[src/rtl/game_fsm.sv]
// Pong match sequencer: serve timing, point hold, scoring and winner.
// All outputs registered; runs on the pixel clock, timed in frame ticks.
`timescale 1ns/1ps
module game_fsm #(
    parameter int WIN_SCORE         = 9,
    parameter int SERVE_DELAY_TICKS = 120,
    parameter int POINT_HOLD_TICKS  = 60
) (
    input  logic       clk,
    input  logic       rst,
    input  logic       timing_tick,
    input  logic       start_btn,
    input  logic       miss_left,
    input  logic       miss_right,
    output logic       ball_en,
    output logic       ball_center,
    output logic       serve_right,
    output logic [3:0] score_left,
    output logic [3:0] score_right,
    output logic [1:0] winner,
    output logic [2:0] game_state
);

    typedef enum logic [2:0] {
        IDLE  = 3'd0,
        SERVE = 3'd1,
        PLAY  = 3'd2,
        POINT = 3'd3,
        OVER  = 3'd4
    } state_t;

    localparam int MAX_T = (SERVE_DELAY_TICKS > POINT_HOLD_TICKS) ?
                           SERVE_DELAY_TICKS : POINT_HOLD_TICKS;
    localparam int CW = $clog2(MAX_T + 1);
    localparam logic [CW-1:0] SERVE_LAST = CW'(SERVE_DELAY_TICKS - 1);
    localparam logic [CW-1:0] POINT_LAST = CW'(POINT_HOLD_TICKS - 1);
    localparam logic [3:0]    WIN        = 4'(WIN_SCORE);

    state_t          state_q, state_d;
    logic [CW-1:0]   cnt_q, cnt_d;
    logic [3:0]      sl_q, sl_d;
    logic [3:0]      sr_q, sr_d;
    logic [1:0]      win_q, win_d;
    logic            serve_q, serve_d;
    logic            ben_q;
    logic            bc_q;
    logic            start_prev;
    logic            start_rise;

    assign start_rise = start_btn & ~start_prev;

    always_ff @(posedge clk) begin
        if (rst) begin
            state_q    <= IDLE;
            cnt_q      <= '0;
            sl_q       <= '0;
            sr_q       <= '0;
            win_q      <= 2'b00;
            serve_q    <= 1'b1;
            ben_q      <= 1'b0;
            bc_q       <= 1'b1;
            start_prev <= 1'b1;
        end else begin
            state_q    <= state_d;
            cnt_q      <= cnt_d;
            sl_q       <= sl_d;
            sr_q       <= sr_d;
            win_q      <= win_d;
            serve_q    <= serve_d;
            ben_q      <= (state_d == PLAY);
            bc_q       <= (state_d != PLAY);
            start_prev <= start_btn;
        end
    end

    always_comb begin
        state_d = state_q;
        cnt_d   = cnt_q;
        sl_d    = sl_q;
        sr_d    = sr_q;
        win_d   = win_q;
        serve_d = serve_q;
        unique case (state_q)
            IDLE: begin
                if (start_rise)
                    state_d = SERVE;
            end
            SERVE: begin
                if (timing_tick) begin
                    if (cnt_q == SERVE_LAST)
                        state_d = PLAY;
                    else
                        cnt_d = cnt_q + 1'b1;
                end
            end
            PLAY: begin
                if (miss_left && miss_right) begin
                    state_d = POINT;
                end else if (miss_left) begin
                    if (sr_q < WIN)
                        sr_d = sr_q + 4'd1;
                    serve_d = 1'b1;
                    state_d = POINT;
                end else if (miss_right) begin
                    if (sl_q < WIN)
                        sl_d = sl_q + 4'd1;
                    serve_d = 1'b0;
                    state_d = POINT;
                end
            end
            POINT: begin
                if (timing_tick) begin
                    if (cnt_q == POINT_LAST) begin
                        if (sl_q == WIN || sr_q == WIN) begin
                            state_d = OVER;
                            win_d   = (sl_q == WIN) ? 2'b01 : 2'b10;
                        end else begin
                            state_d = SERVE;
                        end
                    end else begin
                        cnt_d = cnt_q + 1'b1;
                    end
                end
            end
            OVER: begin
                if (start_rise) begin
                    sl_d    = '0;
                    sr_d    = '0;
                    win_d   = 2'b00;
                    serve_d = 1'b1;
                    state_d = SERVE;
                end
            end
            default: state_d = IDLE;
        endcase
        // Every state entry restarts the frame counter.
        if (state_d != state_q)
            cnt_d = '0;
    end

    assign ball_en     = ben_q;
    assign ball_center = bc_q;
    assign serve_right = serve_q;
    assign score_left  = sl_q;
    assign score_right = sr_q;
    assign winner      = win_q;
    assign game_state  = state_q;

endmodule

[config.mk]
export PLATFORM = sky130hd
export DESIGN_NAME = game_fsm
export DESIGN_NICKNAME = d
export VERILOG_FILES = /design/src/rtl/game_fsm.sv
export SDC_FILE = /design/constraint.sdc
export NUM_CORES = 1
export LEC_CHECK = 0
export BUFFER_PORTS_ARGS = -buffer_cell sky130_fd_sc_hd__clkbuf_2
export CORE_MARGIN = 4
export CORE_UTILIZATION = 30
export CTS_CLUSTER_DIAMETER = 120
export DETAILED_ROUTE_END_ITERATION = 16
export GPL_ROUTABILITY_DRIVEN = 1
export SETUP_SLACK_MARGIN = 0.4
export SYNTH_ARGS = -nofsm -noshare
export SYNTH_HDL_FRONTEND = slang
export SYNTH_SLANG_ARGS = --single-unit
[constraint.sdc]
create_clock -name clk -period 3 [get_ports clk]
set_input_delay 0.45 -clock clk [delete_from_list [all_inputs] [get_ports clk]]
set_output_delay 0.45 -clock clk [all_outputs]
set_load 0.03 [all_outputs]
==> results_dict.tcl <==
set metrics [dict create \
    status "complete, no violations" \
    synth_flop_cell "dfxtp_1" \
    fin_crit_ps 1960 \
    clock_latency_ps 260 \
    die-area_um2 5730 \
    cts_tree "done" \
    via_count 1053 \
    critical_path_required_ps 3210 \
    whs_ps 396 \
    synth_area_per_cell_um2 9.11 \
    final_cell_mix "dfxtp_1, clkbuf_2, nor2_1, inv_1, nand2_1" \
    htree_levels 1 \
    r2r_slack_ps 1040 \
    start_util_pct 31.4 \
    fin_worst_skew_ps 4.06 \
    wl_per_cell_um 11.5 \
    setup-tns-final_ps 0 \
    hold_path.class "in -> reg" \
    postCtsSetupBuffers 0 \
    cts.reportedPaths.clkPinSlew_ps 80 \
    setup_ws_ps 1040 \
    rsz0062_at_grt "false" \
    path_class "reg -> reg" \
    synth_seq_area_share_pct 34.9 \
    cts_root_buffer "clkbuf_8" \
    diodes 0 \
    io_pins 22 \
    p_per_area_nw_per_um2 355 \
    slowest_stage "a2111oi_0" \
    dieWidth_um 75.7 \
    grt_max_degree 14 \
    layout-drive-gt1-share_pct 23.8 \
    clkSinkCount 24 \
    synth.distinct_cells 51 \
    grt_usage_pct 10.2 \
    final_common_cell "dfxtp_1" \
    gp_congestion 0.785 \
    netlist_top_cells_area "dfxtp_1, ha_1, nor2_1" \
    cp_cell_sequence "ha_1 -> nand3b_1 -> a2111oi_0 -> nand2_1 -> a311oi_2 -> and2_1" \
    clk_path_buf_depth 2 \
    period_share_pct 65.3 \
    syn_nets 164 \
    grt-ovfl-total 0 \
    hpwlAfterDp_um 1970 \
    yosys.area.top_type "dfxtp_1" \
    drv_cap 0 \
    wirelength_um 2520 \
    cp.arrival_ps 2170 \
    grt_pass1_wl_um 4530 \
    area.growth.synth_to_final_pct 10.6 \
    async_flop_share_pct 0 \
    place_ws_ps 1030 \
    yosys_warnings 0 \
    syn_area_um2 1380 \
    tightestPinTransition_ps 503 \
    worstSetupStartpointType "flip-flop" \
    dr.first_iter.drc_count 107 \
    die_h_um 75.7 \
    vdd_drop_max_uv 135 \
    setup_viol 0 \
    coreArea_um2 4380 \
    hold_viol_final 0 \
    crit_buf_inv 0 \
    synthesis.instances 151 \
    slew_viol_final 0 \
    cp-end-kind "flip-flop" \
    fin_nets 183 \
    cts_buffers 3 \
    cts_hold_buffers 0 \
    worst-path-max-fanout 6 \
    synth_top_area_share_pct 34.9 \
    synth_edf_count 0 \
    cts_resized 0 \
    leakagePower_nw 0.627 \
    ys_ff_latch 24 \
    vias_per_cell 4.79 \
    fmaxAchievable_ghz 0.511 \
    drc 0 \
    rows 24 \
    crit_family "compound AO/OA/AOI/OAI gates" \
    slew_headroom_pct 65.6 \
    critPathMaxStageDelay_ps 520 \
    drtPass1Iterations 4 \
    antenna_left 0 \
    grt_pass1_vias 1025 \
    antenna_found_initial 0 \
    io_buffers 21 \
]
## area by class of cell
cell class | instances | area [um2]
multi-input cells | 109 | 787
flip-flops and latches | 24 | 480
inverters | 11 | 41.3
repair buffers | 21 | 105
fillers | 459 | 2860
well taps | 52 | 65.1
clock buffers | 3 | 41.3
## through the flow
stage	instance area (um2)	total power, W	std cells	utilization [%]
finish	1520	0.000540	220	34.7
detailed placement	1480	0.000360	217	33.7
global placement	1480	0.000361	217	33.7
CTS	1520	0.000550	220	34.7
floorplan	1380	0.000353	151	-
global route	1520	0.000565	220	34.7
## Yosys cell counts (2+ instances only)
| library cell | instances |
|---|---|
| dfxtp_1 | 24 |
| nor2_1 | 19 |
| inv_1 | 11 |
| nand2_1 | 11 |
| ha_1 | 7 |
| a21oi_1 | 5 |
| xor2_1 | 5 |
| nand3b_1 | 4 |
| nand4_1 | 4 |
| nor2b_1 | 4 |
| xnor2_1 | 4 |
| buf_6 | 3 |
| mux2i_1 | 3 |
| a21bo_2 | 2 |
| a21oi_2 | 2 |
| a41oi_1 | 2 |
| buf_4 | 2 |
| nand2b_1 | 2 |
| nand3_1 | 2 |
| o2111ai_1 | 2 |
| o21ai_0 | 2 |
| or3_1 | 2 |
## routing by layer
| layer | vias to the layer above | track usage [%] | part of all wire, % |
|---|---|---|---|
| met5 | - | 0 | 0 |
| met2 | 18 | 15.5 | 41 |
| li1 | 561 | - | - |
| met3 | 6 | 2.11 | 4.0 |
| met1 | 468 | 13.5 | 52 |
| met4 | 0 | 5.44 | 2.9 |
## worst register-to-register path, stage by stage (launching register included)
cell	delay [ps]
dfxtp_1	440
ha_1	190
nand3b_1	100
a2111oi_0	520
nand2_1	120
a311oi_2	360
and2_1	170
## path summary, 6_finish.rpt
path,startpoint,to,cells after the start
worst max register to register,score_right[0],ball_en,6
worst min-delay path,start_btn,start_prev,2
worst min register to register,winner[1],winner[1],2
worst max-delay path,score_right[0],ball_en,6
## registers in the layout (all words and copies together) (netlist names)
name         flops
ball_center      1
ball_en          1
cnt_q            7
game_state       3
score_left       4
score_right      4
serve_right      1
start_prev       1
winner           2
## logic make-up (layout without fill, tap and decap cells)
group                      count (synthesis)  after routing  share of synthesized area, %
DFF                                       24             24                          34.9
xor gates and xnor gates                   9              9                          5.73
buffers and inverters                     18             35                          7.82
muxes                                      4              4                          3.00
AOI/OAI and AO/OA                         28             28                          16.7
adders and majority gates                  7              7                          6.37
and+or+nand+nor                           61             61                          25.4
## power by group
group          switching (W)  leakage, nW  internal (W)   total, W
logic              0.0000181        0.412     0.0000108  0.0000288
registers         0.00000363        0.194      0.000320   0.000324
clock network      0.0000973       0.0216     0.0000897   0.000187
(Power assumes the default switching activity.)
